--- config.mk ---
export PLATFORM = sky130hd
export DESIGN_NAME = pwm_multi_ch
export DESIGN_NICKNAME = d
export VERILOG_FILES = /design/src/rtl/pwm_pkg.sv /design/src/rtl/pwm_fade_lvl.sv /design/src/rtl/pwm_multi_ch.sv
export SDC_FILE = /design/constraint.sdc
export NUM_CORES = 1
export LEC_CHECK = 0
export ABC_AREA = 0
export BUFFER_PORTS_ARGS = -buffer_cell sky130_fd_sc_hd__buf_2
export CORE_MARGIN = 3
export CORE_UTILIZATION = 58
export DETAILED_ROUTE_END_ITERATION = 10
export GPL_TIMING_DRIVEN = 0
export HOLD_SLACK_MARGIN = 0.1
export PLACE_DENSITY_LB_ADDON = 0.15
export SLEW_MARGIN = 20
export SYNTH_ARGS = -nofsm -noshare
export SYNTH_HDL_FRONTEND = slang
export SYNTH_SLANG_ARGS = --single-unit
--- constraint.sdc ---
create_clock -name clk -period 4.1 [get_ports clk]
set_input_delay 0.205 -clock clk [delete_from_list [all_inputs] [get_ports clk]]
set_output_delay 0.205 -clock clk [all_outputs]
set_load 0.01 [all_outputs]
--- src/rtl/pwm_pkg.sv ---
// pwm_pkg: shared types and helpers for pwm_multi_ch.
//   CNT_W_DEF  - default counter width
//   fade_dir_t - breathing direction
//   sat_add / sat_sub - saturating level arithmetic, one bit wider than any
//                       supported counter so lvl+step never wraps
package pwm_pkg;

  localparam int unsigned CNT_W_DEF = 16;
  localparam int unsigned CNT_W_MAX = 32;

  typedef logic [CNT_W_MAX:0] lvl_wide_t;

  typedef enum logic {FADE_UP, FADE_DOWN} fade_dir_t;

  // min(a + b, lim)
  function automatic lvl_wide_t sat_add(input lvl_wide_t a, input lvl_wide_t b,
                                        input lvl_wide_t lim);
    lvl_wide_t s;
    s = a + b;
    return (s > lim) ? lim : s;
  endfunction

  // a - b, floored at zero
  function automatic lvl_wide_t sat_sub(input lvl_wide_t a, input lvl_wide_t b);
    return (a > b) ? (a - b) : '0;
  endfunction

endpackage

--- src/rtl/pwm_fade_lvl.sv ---
// pwm_fade_lvl: per-channel triangle fade level.
//   clk, rst_n - clock, async active-low reset
//   en         - run enable (level forced to 0 when low)
//   fade_en    - channel fade mode (level forced to 0 when low)
//   wrap       - period boundary strobe (already qualified by en)
//   step       - level increment per period
//   duty       - fade ceiling
//   lvl        - current fade level
module pwm_fade_lvl
  import pwm_pkg::*;
#(
  parameter int unsigned CNT_W = CNT_W_DEF
) (
  input  logic             clk,
  input  logic             rst_n,
  input  logic             en,
  input  logic             fade_en,
  input  logic             wrap,
  input  logic [CNT_W-1:0] step,
  input  logic [CNT_W-1:0] duty,
  output logic [CNT_W-1:0] lvl
);

  fade_dir_t        dir;
  lvl_wide_t        up_w;
  lvl_wide_t        dn_w;
  logic [CNT_W-1:0] up_v;
  logic [CNT_W-1:0] dn_v;

  always_comb begin
    up_w = sat_add(lvl_wide_t'(lvl), lvl_wide_t'(step), lvl_wide_t'(duty));
    dn_w = sat_sub(lvl_wide_t'(lvl), lvl_wide_t'(step));
    up_v = up_w[CNT_W-1:0];
    dn_v = dn_w[CNT_W-1:0];
  end

  always_ff @(posedge clk or negedge rst_n) begin
    if (!rst_n) begin
      lvl <= '0;
      dir <= FADE_UP;
    end else if (!(en && fade_en)) begin
      lvl <= '0;
      dir <= FADE_UP;
    end else if (wrap) begin
      // a freshly applied ceiling below the current level pulls it down at once
      if (lvl > duty) begin
        lvl <= duty;
        dir <= FADE_DOWN;
      end else if (dir == FADE_UP) begin
        lvl <= up_v;
        if (up_w == lvl_wide_t'(duty)) dir <= FADE_DOWN;
      end else begin
        lvl <= dn_v;
        if (dn_w == '0) dir <= FADE_UP;
      end
    end
  end

endmodule

--- src/rtl/pwm_multi_ch.sv ---
// pwm_multi_ch: multi-channel PWM with double-buffered config and optional fade.
//   clk, rst_n     - clock, async active-low reset
//   en             - run enable; 0 holds counter at 0, outputs idle
//   cfg_valid/ready- config handshake; accepted config waits for a period boundary
//   cfg_period     - period length minus 1
//   cfg_duty       - per-channel high-cycle count, channel i at [i*CNT_W +: CNT_W]
//   cfg_fade_en    - per-channel fade enable
//   cfg_fade_step  - fade increment per period
//   pwm_out        - registered outputs, bit i inverted when INV[i]
//   period_end     - one-cycle pulse after the last cycle of each period
module pwm_multi_ch
  import pwm_pkg::*;
#(
  parameter int unsigned       CH_NUM = 3,
  parameter int unsigned       CNT_W  = CNT_W_DEF,
  parameter logic [CH_NUM-1:0] INV    = '0
) (
  input  logic                    clk,
  input  logic                    rst_n,
  input  logic                    en,
  input  logic                    cfg_valid,
  output logic                    cfg_ready,
  input  logic [CNT_W-1:0]        cfg_period,
  input  logic [CH_NUM*CNT_W-1:0] cfg_duty,
  input  logic [CH_NUM-1:0]       cfg_fade_en,
  input  logic [CNT_W-1:0]        cfg_fade_step,
  output logic [CH_NUM-1:0]       pwm_out,
  output logic                    period_end
);

  logic [CNT_W-1:0]        cnt;
  logic [CNT_W-1:0]        period_a;
  logic [CNT_W-1:0]        step_a;
  logic [CH_NUM*CNT_W-1:0] duty_a;
  logic [CH_NUM-1:0]       fade_a;

  logic [CNT_W-1:0]        pend_period;
  logic [CNT_W-1:0]        pend_step;
  logic [CH_NUM*CNT_W-1:0] pend_duty;
  logic [CH_NUM-1:0]       pend_fade;
  logic                    pend_flag;

  logic [CH_NUM*CNT_W-1:0] lvl_all;
  logic [CH_NUM-1:0]       hit;
  logic                    wrap;
  logic                    accept;
  logic                    apply;

  always_comb begin
    wrap   = en && (cnt == period_a);
    accept = cfg_valid && cfg_ready;
    // while stopped there is no boundary to wait for
    apply  = pend_flag && (wrap || !en);
  end

  always_ff @(posedge clk or negedge rst_n) begin
    if (!rst_n) begin
      cnt <= '0;
    end else if (!en || wrap) begin
      cnt <= '0;
    end else begin
      cnt <= cnt + CNT_W'(1);
    end
  end

  // accept and apply are exclusive: cfg_ready mirrors !pend_flag
  always_ff @(posedge clk or negedge rst_n) begin
    if (!rst_n) begin
      pend_period <= '0;
      pend_step   <= '0;
      pend_duty   <= '0;
      pend_fade   <= '0;
      pend_flag   <= 1'b0;
      cfg_ready   <= 1'b1;
    end else if (accept) begin
      pend_period <= cfg_period;
      pend_step   <= cfg_fade_step;
      pend_duty   <= cfg_duty;
      pend_fade   <= cfg_fade_en;
      pend_flag   <= 1'b1;
      cfg_ready   <= 1'b0;
    end else if (apply) begin
      pend_flag   <= 1'b0;
      cfg_ready   <= 1'b1;
    end
  end

  always_ff @(posedge clk or negedge rst_n) begin
    if (!rst_n) begin
      period_a <= '0;
      step_a   <= '0;
      duty_a   <= '0;
      fade_a   <= '0;
    end else if (apply) begin
      period_a <= pend_period;
      step_a   <= pend_step;
      duty_a   <= pend_duty;
      fade_a   <= pend_fade;
    end
  end

  for (genvar i = 0; i < int'(CH_NUM); i++) begin : g_ch
    logic [CNT_W-1:0] deff;

    pwm_fade_lvl #(
      .CNT_W(CNT_W)
    ) u_fade (
      .clk    (clk),
      .rst_n  (rst_n),
      .en     (en),
      .fade_en(fade_a[i]),
      .wrap   (wrap),
      .step   (step_a),
      .duty   (duty_a[i*CNT_W +: CNT_W]),
      .lvl    (lvl_all[i*CNT_W +: CNT_W])
    );

    always_comb begin
      deff   = fade_a[i] ? lvl_all[i*CNT_W +: CNT_W] : duty_a[i*CNT_W +: CNT_W];
      hit[i] = en && (cnt < deff);
    end
  end

  always_ff @(posedge clk or negedge rst_n) begin
    if (!rst_n) begin
      pwm_out    <= INV;
      period_end <= 1'b0;
    end else begin
      pwm_out    <= hit ^ INV;
      period_end <= wrap;
    end
  end

endmodule

==> results.toml, run 1 <==
[cts]
clockRootBuffer = "sky130_fd_sc_hd__clkbuf_16"
clock_path_buffers = 3
numCtsBuffers = 25
clock_input_transition_at_the_sequential_cells_of_the_worst_setup_and_hold_paths_ns = 0.07
htreeDepth = 1
worstSkewPairLatency_ns = 0.56
cts_tree = "built"
cts.sinks = 239

[detailed_routing]
wl_met2_um = 37200
met3RoutedLength_um = 9600
route.final.wire_length_um = 85000
drtIter0Drc = 2655
average_routed_wire_per_standard_cell_um = 27.9
routed_via_density = 6.88
met1_length_um = 31600
final_antenna_net_count = 0
num_vias = 21000
dr.max_layer_used = "met4"
drc = 0
drt-pass1-iter-count = 8

[timing]
fin_ws_ns = -0.910
timing.slew.headroom_pct = 18.4
report.final.hold_viol_count = 0
rsz0062_at_grt = "yes"
timing_worst_slew_pin_value_ns = 1.22
clock.fmax_mhz = 200
setup-violations-final = 51
finalWorstPathRequiredPeriod_ns = 5.01
final_max_slew_viol_count = 0
post_route_clock_period_utilization_pct = 122
worst_clock_skew_ns = 0.0138

[power]
peak_supply_drop_v = 0.000395
total_leakage_power_uw = 0.0123
power_density_mw_per_mm2 = 190

[yosys]
combinational_family_with_the_most_area_after_synthesis = "compound AO/OA/AOI/OAI gates"
synth-simple-area-share_pct = 13.5
post_synth_xor_area_fraction_pct = 5.48
mappedNetlistArea_mm2 = 0.0205
synth.area.mux_share_pct = 11.6
postSynth.asyncResetShare_pct = 100
yosys.cell_types.count = 100
adder_cell_share_of_the_synthesized_area_pct = 15.1
synth_flop_cell = "sky130_fd_sc_hd__dfrtp_1"
yosys_warnings = 0
mappedNetlistNets = 2579
synth-compound-area-share_pct = 20.3
ys_ff_latch = 239
synth_edf_count = 0
netlist_instances = 2248
synth_area_per_cell_um2 = 9.13
synth_seq_area_share_pct = 29.1

[worst_setup_path]
critical_path_peak_fanout = 10
critical-path-slowest-cell = "sky130_fd_sc_hd__o31ai_1"
critical_path.cell_chain = "clkinvlp_4 -> ha_4 -> buf_4 -> a221oi_4 -> nor3_1 -> o31ai_1 -> a21oi_1 -> xnor2_1 -> ha_1 -> nand4_1 -> nor4_2 -> nand4_1 -> a21o_1 -> buf_6 -> a211oi_4 -> buf_12 -> o21ai_4 -> a21oi_2 -> a21oi_2 -> a211oi_2"
ff2ff_setup_slack_ns = -0.91
r2r-start = "step_a[2]"
rr_worst_depth = 20
cp.arrival_ns = 5.48
cp-end-kind = "register"
timing.critical_path.from = "step_a[2]"
startpoint_type = "register"
timing.critical_path.slowest_cell_delay_ns = 0.47
crit_type = "reg -> reg"
worst-endpoint-required_ns = 4.57

[outcome]
run_status = "finished, violations left"
violated_checks = "negative setup slack"

[placed_design]
place_ws_ns = -2.06
numPlacedInstances = 2796
gp_congestion = 1.05
detailed_place_hpwl_um = 58300
port-buffer-count = 91
dp_area_mm2 = 0.0217

[global_routing]
globalRouteOverflowTotal = 0
grtUsageTotal_pct = 42.8
grt_antenna_before_repair = 4
grt_pass1_vias = 20500
grt_pass1_wl_um = 125000
grt_start_max_net_pins = 109

[layout]
area_grow_syn2layout_pct = 25.5
num-fill-cells = 2395
fin_cells = 3045
drive_above_1_share_pct = 26.9
postLayoutCoreUtil_pct = 74.2
finish.net_count = 2897
finish.instance_area_mm2 = 0.0258

[floorplan]
rows = 68
die_y_um = 194
die-area_mm2 = 0.0377
die_w_um = 194
floorplan.io_pins = 92
placeableCoreArea_mm2 = 0.0347
initial_core_util_pct = 59.1

[job]
timing.max_cap.violations = 0

[hold_path]
worstHoldPathType = "in -> async"
metal layers:
metal / vias up / track usage (%)
met5: - / 0
met2: 1489 / 65.8
li1: 8952 / -
met3: 448 / 9.96
met1: 10100 / 54.7
met4: 0 / 27.0
cells in the mapped netlist (all sizes together) (11+ instances only):
master | number | area share (%)
dfrtp | 238 | 29
ha | 238 | 15
nor2 | 178 | 3.3
mux2 | 168 | 9.2
inv | 160 | 2.9
a21oi | 148 | 3.6
o21ai | 115 | 2.9
nand2 | 95 | 1.7
xnor2 | 83 | 3.6
nor3 | 63 | 1.6
clkbuf | 62 | 1.1
mux2i | 48 | 2.3
a21o | 47 | 1.7
xor2 | 42 | 1.8
nand4 | 40 | 1.2
nand3 | 38 | 0.93
o21a | 33 | 1.2
buf | 31 | 0.76
a211oi | 24 | 0.96
nor2b | 24 | 0.73
a31oi | 23 | 0.70
nor4 | 22 | 0.73
o22ai | 22 | 0.67
nand2b | 19 | 0.58
o21bai | 18 | 0.71
and3 | 17 | 0.52
o221ai | 17 | 0.79
o211ai | 15 | 0.55
o31ai | 14 | 0.51
o2111ai | 13 | 0.55
a2111oi | 12 | 0.61
a22oi | 12 | 0.44
and2 | 12 | 0.37
a221oi | 11 | 0.50
report_power, final:
group / leakage (uW) / internal (uW) / switching [uW] / total (uW)
combinational: 0.00857 / 91.0 / 86.0 / 177
sequential: 0.00331 / 2360 / 0.123 / 2360
clock: 0.000398 / 1300 / 1050 / 2350
total: 0.0123 / 3740 / 1140 / 4880
cell usage in the layout, fill, tap and decap left out, types with 42 or more instances in the layout:
cell | Yosys | layout
sky130_fd_sc_hd__mux2_2 | 168 | 168
sky130_fd_sc_hd__dlygate4sd3_1 | 0 | 85
sky130_fd_sc_hd__a21o_1 | 47 | 47
sky130_fd_sc_hd__o21ai_0 | 109 | 89
sky130_fd_sc_hd__mux2i_1 | 48 | 47
sky130_fd_sc_hd__clkbuf_1 | 62 | 60
sky130_fd_sc_hd__buf_4 | 2 | 81
sky130_fd_sc_hd__buf_2 | 19 | 106
sky130_fd_sc_hd__ha_1 | 238 | 224
sky130_fd_sc_hd__dfrtp_1 | 238 | 221
sky130_fd_sc_hd__nand2_1 | 94 | 81
sky130_fd_sc_hd__a21oi_1 | 146 | 118
sky130_fd_sc_hd__nor3_1 | 59 | 50
sky130_fd_sc_hd__inv_1 | 156 | 141
sky130_fd_sc_hd__xnor2_1 | 82 | 68
sky130_fd_sc_hd__xor2_1 | 42 | 42
sky130_fd_sc_hd__nor2_1 | 177 | 162
final cells by class:
class | count | area [um2] | area share (%)
tap | 455 | 569 | 2.21
antenna | 7 | 17.5 | 0.0680
sequential | 239 | 6000 | 23.3
clock inverter | 14 | 153 | 0.592
buffer | 89 | 399 | 1.55
timing repair buffer | 293 | 2420 | 9.39
inverter | 162 | 654 | 2.54
clock buffer | 30 | 664 | 2.58
multi-input combinational | 1756 | 14900 | 57.8
per-stage QoR:
| step | power (uW) | setup TNS, ns | hold slack [ns] |
|---|---|---|---|
| after floorplan | 2410 | -4.65 | -0.0906 |
| after global placement | 2500 | -371.85 | 0.400 |
| after detailed placement | 2510 | -88.79 | 0.106 |
| after CTS | 4850 | -29.03 | 0.130 |
| after global routing | 4980 | -38.40 | 0.148 |
| final | 4880 | -34.99 | 0.123 |
flip-flops by register name (all words and copies together), names as in the netlist:
register and flops:
cnt 16, duty_a 48, pend_fade 3, g_ch.u_fade.lvl 48
g_ch.u_fade.dir 3, pend_duty 48, cfg_ready 1, pend_period 16
fade_a 3, period_end 1, pend_flag 1, pwm_out 3
period_a 16, step_a 16, pend_step 16
final timing paths:
kind	to
max	g_ch[1].u_fade.lvl[13]
min	g_ch[2].u_fade.dir
max reg2reg	g_ch[1].u_fade.lvl[13]
min reg2reg	duty_a[38]
max in group asynchronous	g_ch[1].u_fade.lvl[0]
min in group clk	g_ch[1].u_fade.lvl[13]
timing repair:
action	in CTS	in global routing
gates cloned	3	0
endpoints found under the hold margin	322	0
endpoints found under the setup margin	51	121
gates resized for setup	205	103
setup buffers	86	30
hold buffers	85	0
pin swaps	94	87
critical path, delay by kind of cell (launching register included):
family	cells	cell delay [ns]
adder cells (fa/ha/maj)	2	0.51
XOR/XNOR	1	0.36
buffers and inverters	4	0.67
AO/OA/AOI/OAI	9	2.17
flip-flops	1	0.42
AND/OR/NAND/NOR	4	0.81
kinds of logic (layout without fill, tap and decap cells):
group | Yosys count | after routing
other | 0 | 7
AOI/OAI and AO/OA | 610 | 612
adders and majority gates | 244 | 244
and+or+nand+nor | 558 | 558
DFF | 239 | 239
buffers and inverters | 255 | 588
xor gates and xnor gates | 126 | 126
muxes | 216 | 216
No activity file was read; power rests on OpenSTA's default activity.
==> inputs of run 2 (changes only) <==
- PLACE_DENSITY: not set -> 0.79
- PLACE_DENSITY_LB_ADDON: 0.15 -> not set
==> results.toml, run 2 (synthesis gave the netlist of run 1 again) <==
[worst_setup_path]
worst-path-buf-inv = 8
critical_path.cell_chain = "ha_4 -> inv_2 -> fa_2 -> nor2_4 -> o221ai_4 -> a2111o_2 -> o21bai_4 -> buf_6 -> xnor2_4 -> ha_1 -> nand4_1 -> nor4_4 -> nand4_1 -> buf_4 -> buf_6 -> a21o_1 -> a211oi_4 -> buf_12 -> buf_12 -> buf_12 -> buf_12 -> a31o_4 -> a211oi_2"
path_depth = 23
startpoint_type = "register"
crit_type = "reg -> reg"
ff2ff_setup_slack_ns = -0.98
critical_path_peak_fanout = 8
rr_worst_depth = 23
critical-path-slowest-cell = "sky130_fd_sc_hd__a2111o_2"
timing.critical_path.slowest_cell_delay_ns = 0.54
cp.arrival_ns = 5.53
most_prevalent_standard_cell_on_the_critical_path = "sky130_fd_sc_hd__buf_12"
timing.critical_path.from = "step_a[0]"
critical_path.endpoint = "g_ch[1].u_fade.lvl[13]"
worst-endpoint-required_ns = 4.56
cpLargestDelayFamily = "compound AO/OA/AOI/OAI gates"
r2r-start = "step_a[0]"
capture_instance_of_the_worst_register_to_register_path = "g_ch[1].u_fade.lvl[13]"
cp-end-kind = "register"

[placed_design]
port-buffer-count = 91
detailed_place_hpwl_um = 60900
dp_area_mm2 = 0.0218
gp_congestion = 1.04
numPlacedInstances = 2797

[timing]
post_route_clock_period_utilization_pct = 124
whs_ns = 0.307
worst_clock_skew_ns = 0.0135
rsz0062_at_grt = "yes"
clock.fmax_mhz = 197
fin_ws_ns = -0.976
timing.slew.headroom_pct = 28.2
finalWorstPathRequiredPeriod_ns = 5.08
report.final.hold_viol_count = 0
timing_worst_slew_pin_value_ns = 1.06
final_max_slew_viol_count = 0
setup-tns-final_ns = -38.42
setup-violations-final = 51

[layout]
area_grow_syn2layout_pct = 24.4
fin_cells = 3016
highest_count_cells_in_the_layout_ignoring_fill_and_taps = "sky130_fd_sc_hd__ha_1, sky130_fd_sc_hd__dfrtp_1, sky130_fd_sc_hd__mux2_2"
layout_top_registers = "duty_a: 48 flops, g_ch.u_fade.lvl: 48 flops, pend_duty: 48 flops"
finish.instance_area_mm2 = 0.0255
finish.net_count = 2873
commonest_non_fill_non_tap_cell_in_the_layout = "sky130_fd_sc_hd__ha_1"
postLayoutCoreUtil_pct = 73.6
insertedDiodeCount = 0
drive_above_1_share_pct = 25.7

[detailed_routing]
drtIter0Drc = 2875
drt-pass1-iter-count = 7
route.final.wire_length_um = 91100
drc = 0
final_antenna_net_count = 0
average_routed_wire_per_standard_cell_um = 30.2
num_vias = 21400
routed_via_density = 7.11

[job]
timing.max_cap.violations = 0

[outcome]
run_status = "finished, violations left"
violated_checks = "negative setup slack"

[hold_path]
worstHoldPathType = "in -> reg"
hold_path_depth = 3

[cts]
numCtsBuffers = 27
worstSkewPairLatency_ns = 0.59
cts_tree = "built"
clockRootBuffer = "sky130_fd_sc_hd__clkbuf_16"
cts.sinks = 239
clock_path_buffers = 3
htreeDepth = 1
clock_input_transition_at_the_sequential_cells_of_the_worst_setup_and_hold_paths_ns = 0.07

[global_routing]
globalRouteOverflowTotal = 0
grt_pass1_vias = 21600
grt_start_max_net_pins = 86
grt_antenna_before_repair = 1
grt_pass1_wl_um = 135000
grtUsageTotal_pct = 46.8

[power]
power_density_mw_per_mm2 = 200
peak_supply_drop_v = 0.000392
total_leakage_power_uw = 0.0122

[floorplan]
die-area_mm2 = 0.0377
floorplan.io_pins = 92
rows = 68
die_y_um = 194
initial_core_util_pct = 59.1
die_w_um = 194
placeableCoreArea_mm2 = 0.0347
[run 2: cell types whose count changed in the layout (fill, tap and decap cells not counted), sizes merged, moves of 2 or more]
| cell | before | now |
|---|---|---|
| buf | 238 | 212 |
| inv | 152 | 161 |
| diode | 7 | 0 |
| clkinv | 10 | 5 |
| clkbuf | 89 | 92 |
| clkinvlp | 12 | 10 |
| dlygate4sd3 | 85 | 87 |
[run 2: report_power, final]
part           switching [uW]  total, uW  internal [uW]
clock network            1180       2570           1390
logic                    93.2        188           95.2
registers               0.146       2360           2360
[run 2: routing by layer]
metal / vias to the layer above / wire (um) / track usage, %
met4: 0 / 6990 / 27.7
met1: 10300 / 33200 / 59.9
met2: 1740 / 38100 / 68.8
met3: 535 / 12900 / 15.7
li1: 8896 / - / -
met5: - / 0 / 0
[run 2: worst min-delay path by stage]
stage,startpoint,endpoint,slack [ns]
6_report,en,g_ch[1].u_fade.lvl[13],0.31
5_1_grt,en,g_ch[1].u_fade.lvl[13],0.29
4_1_cts,en,g_ch[1].u_fade.lvl[13],0.24
3_5_place_dp,rst_n,duty_a[18],0.11
3_3_place_gp,cfg_valid,cfg_ready,0.36
2_1_floorplan,rst_n,cnt[0],-0.09
[run 2: per-stage QoR]
stage               setup WS, ns  total power (uW)
finish                    -0.976              5120
global route               -1.09              5190
CTS                       -0.711              5060
detailed placement         -2.10              2510
global placement           -2.16              2500
floorplan                 -0.219              2410
[run 2: timing repair]
action	CTS	global route
gates cloned	1	0
gates resized for setup	220	54
setup endpoints to repair	51	142
hold endpoints to repair	181	0
setup buffers	66	22
pin swaps	85	49
hold buffers	87	0
[run 2: layout make-up]
class,count,area (um2)
well taps,455,569
plain buffers,89,403
fillers,2418,9180
inverters,162,641
flip-flops and latches,239,6010
clock buffers,33,748
clock inverters,15,158
repair buffers,269,2220
multi-input cells,1754,14800
[run 2: worst min-delay path, stage by stage]
cell                       delay [ns]
sky130_fd_sc_hd__buf_2           0.17
sky130_fd_sc_hd__nand2_1         0.40
sky130_fd_sc_hd__a211oi_2        0.08
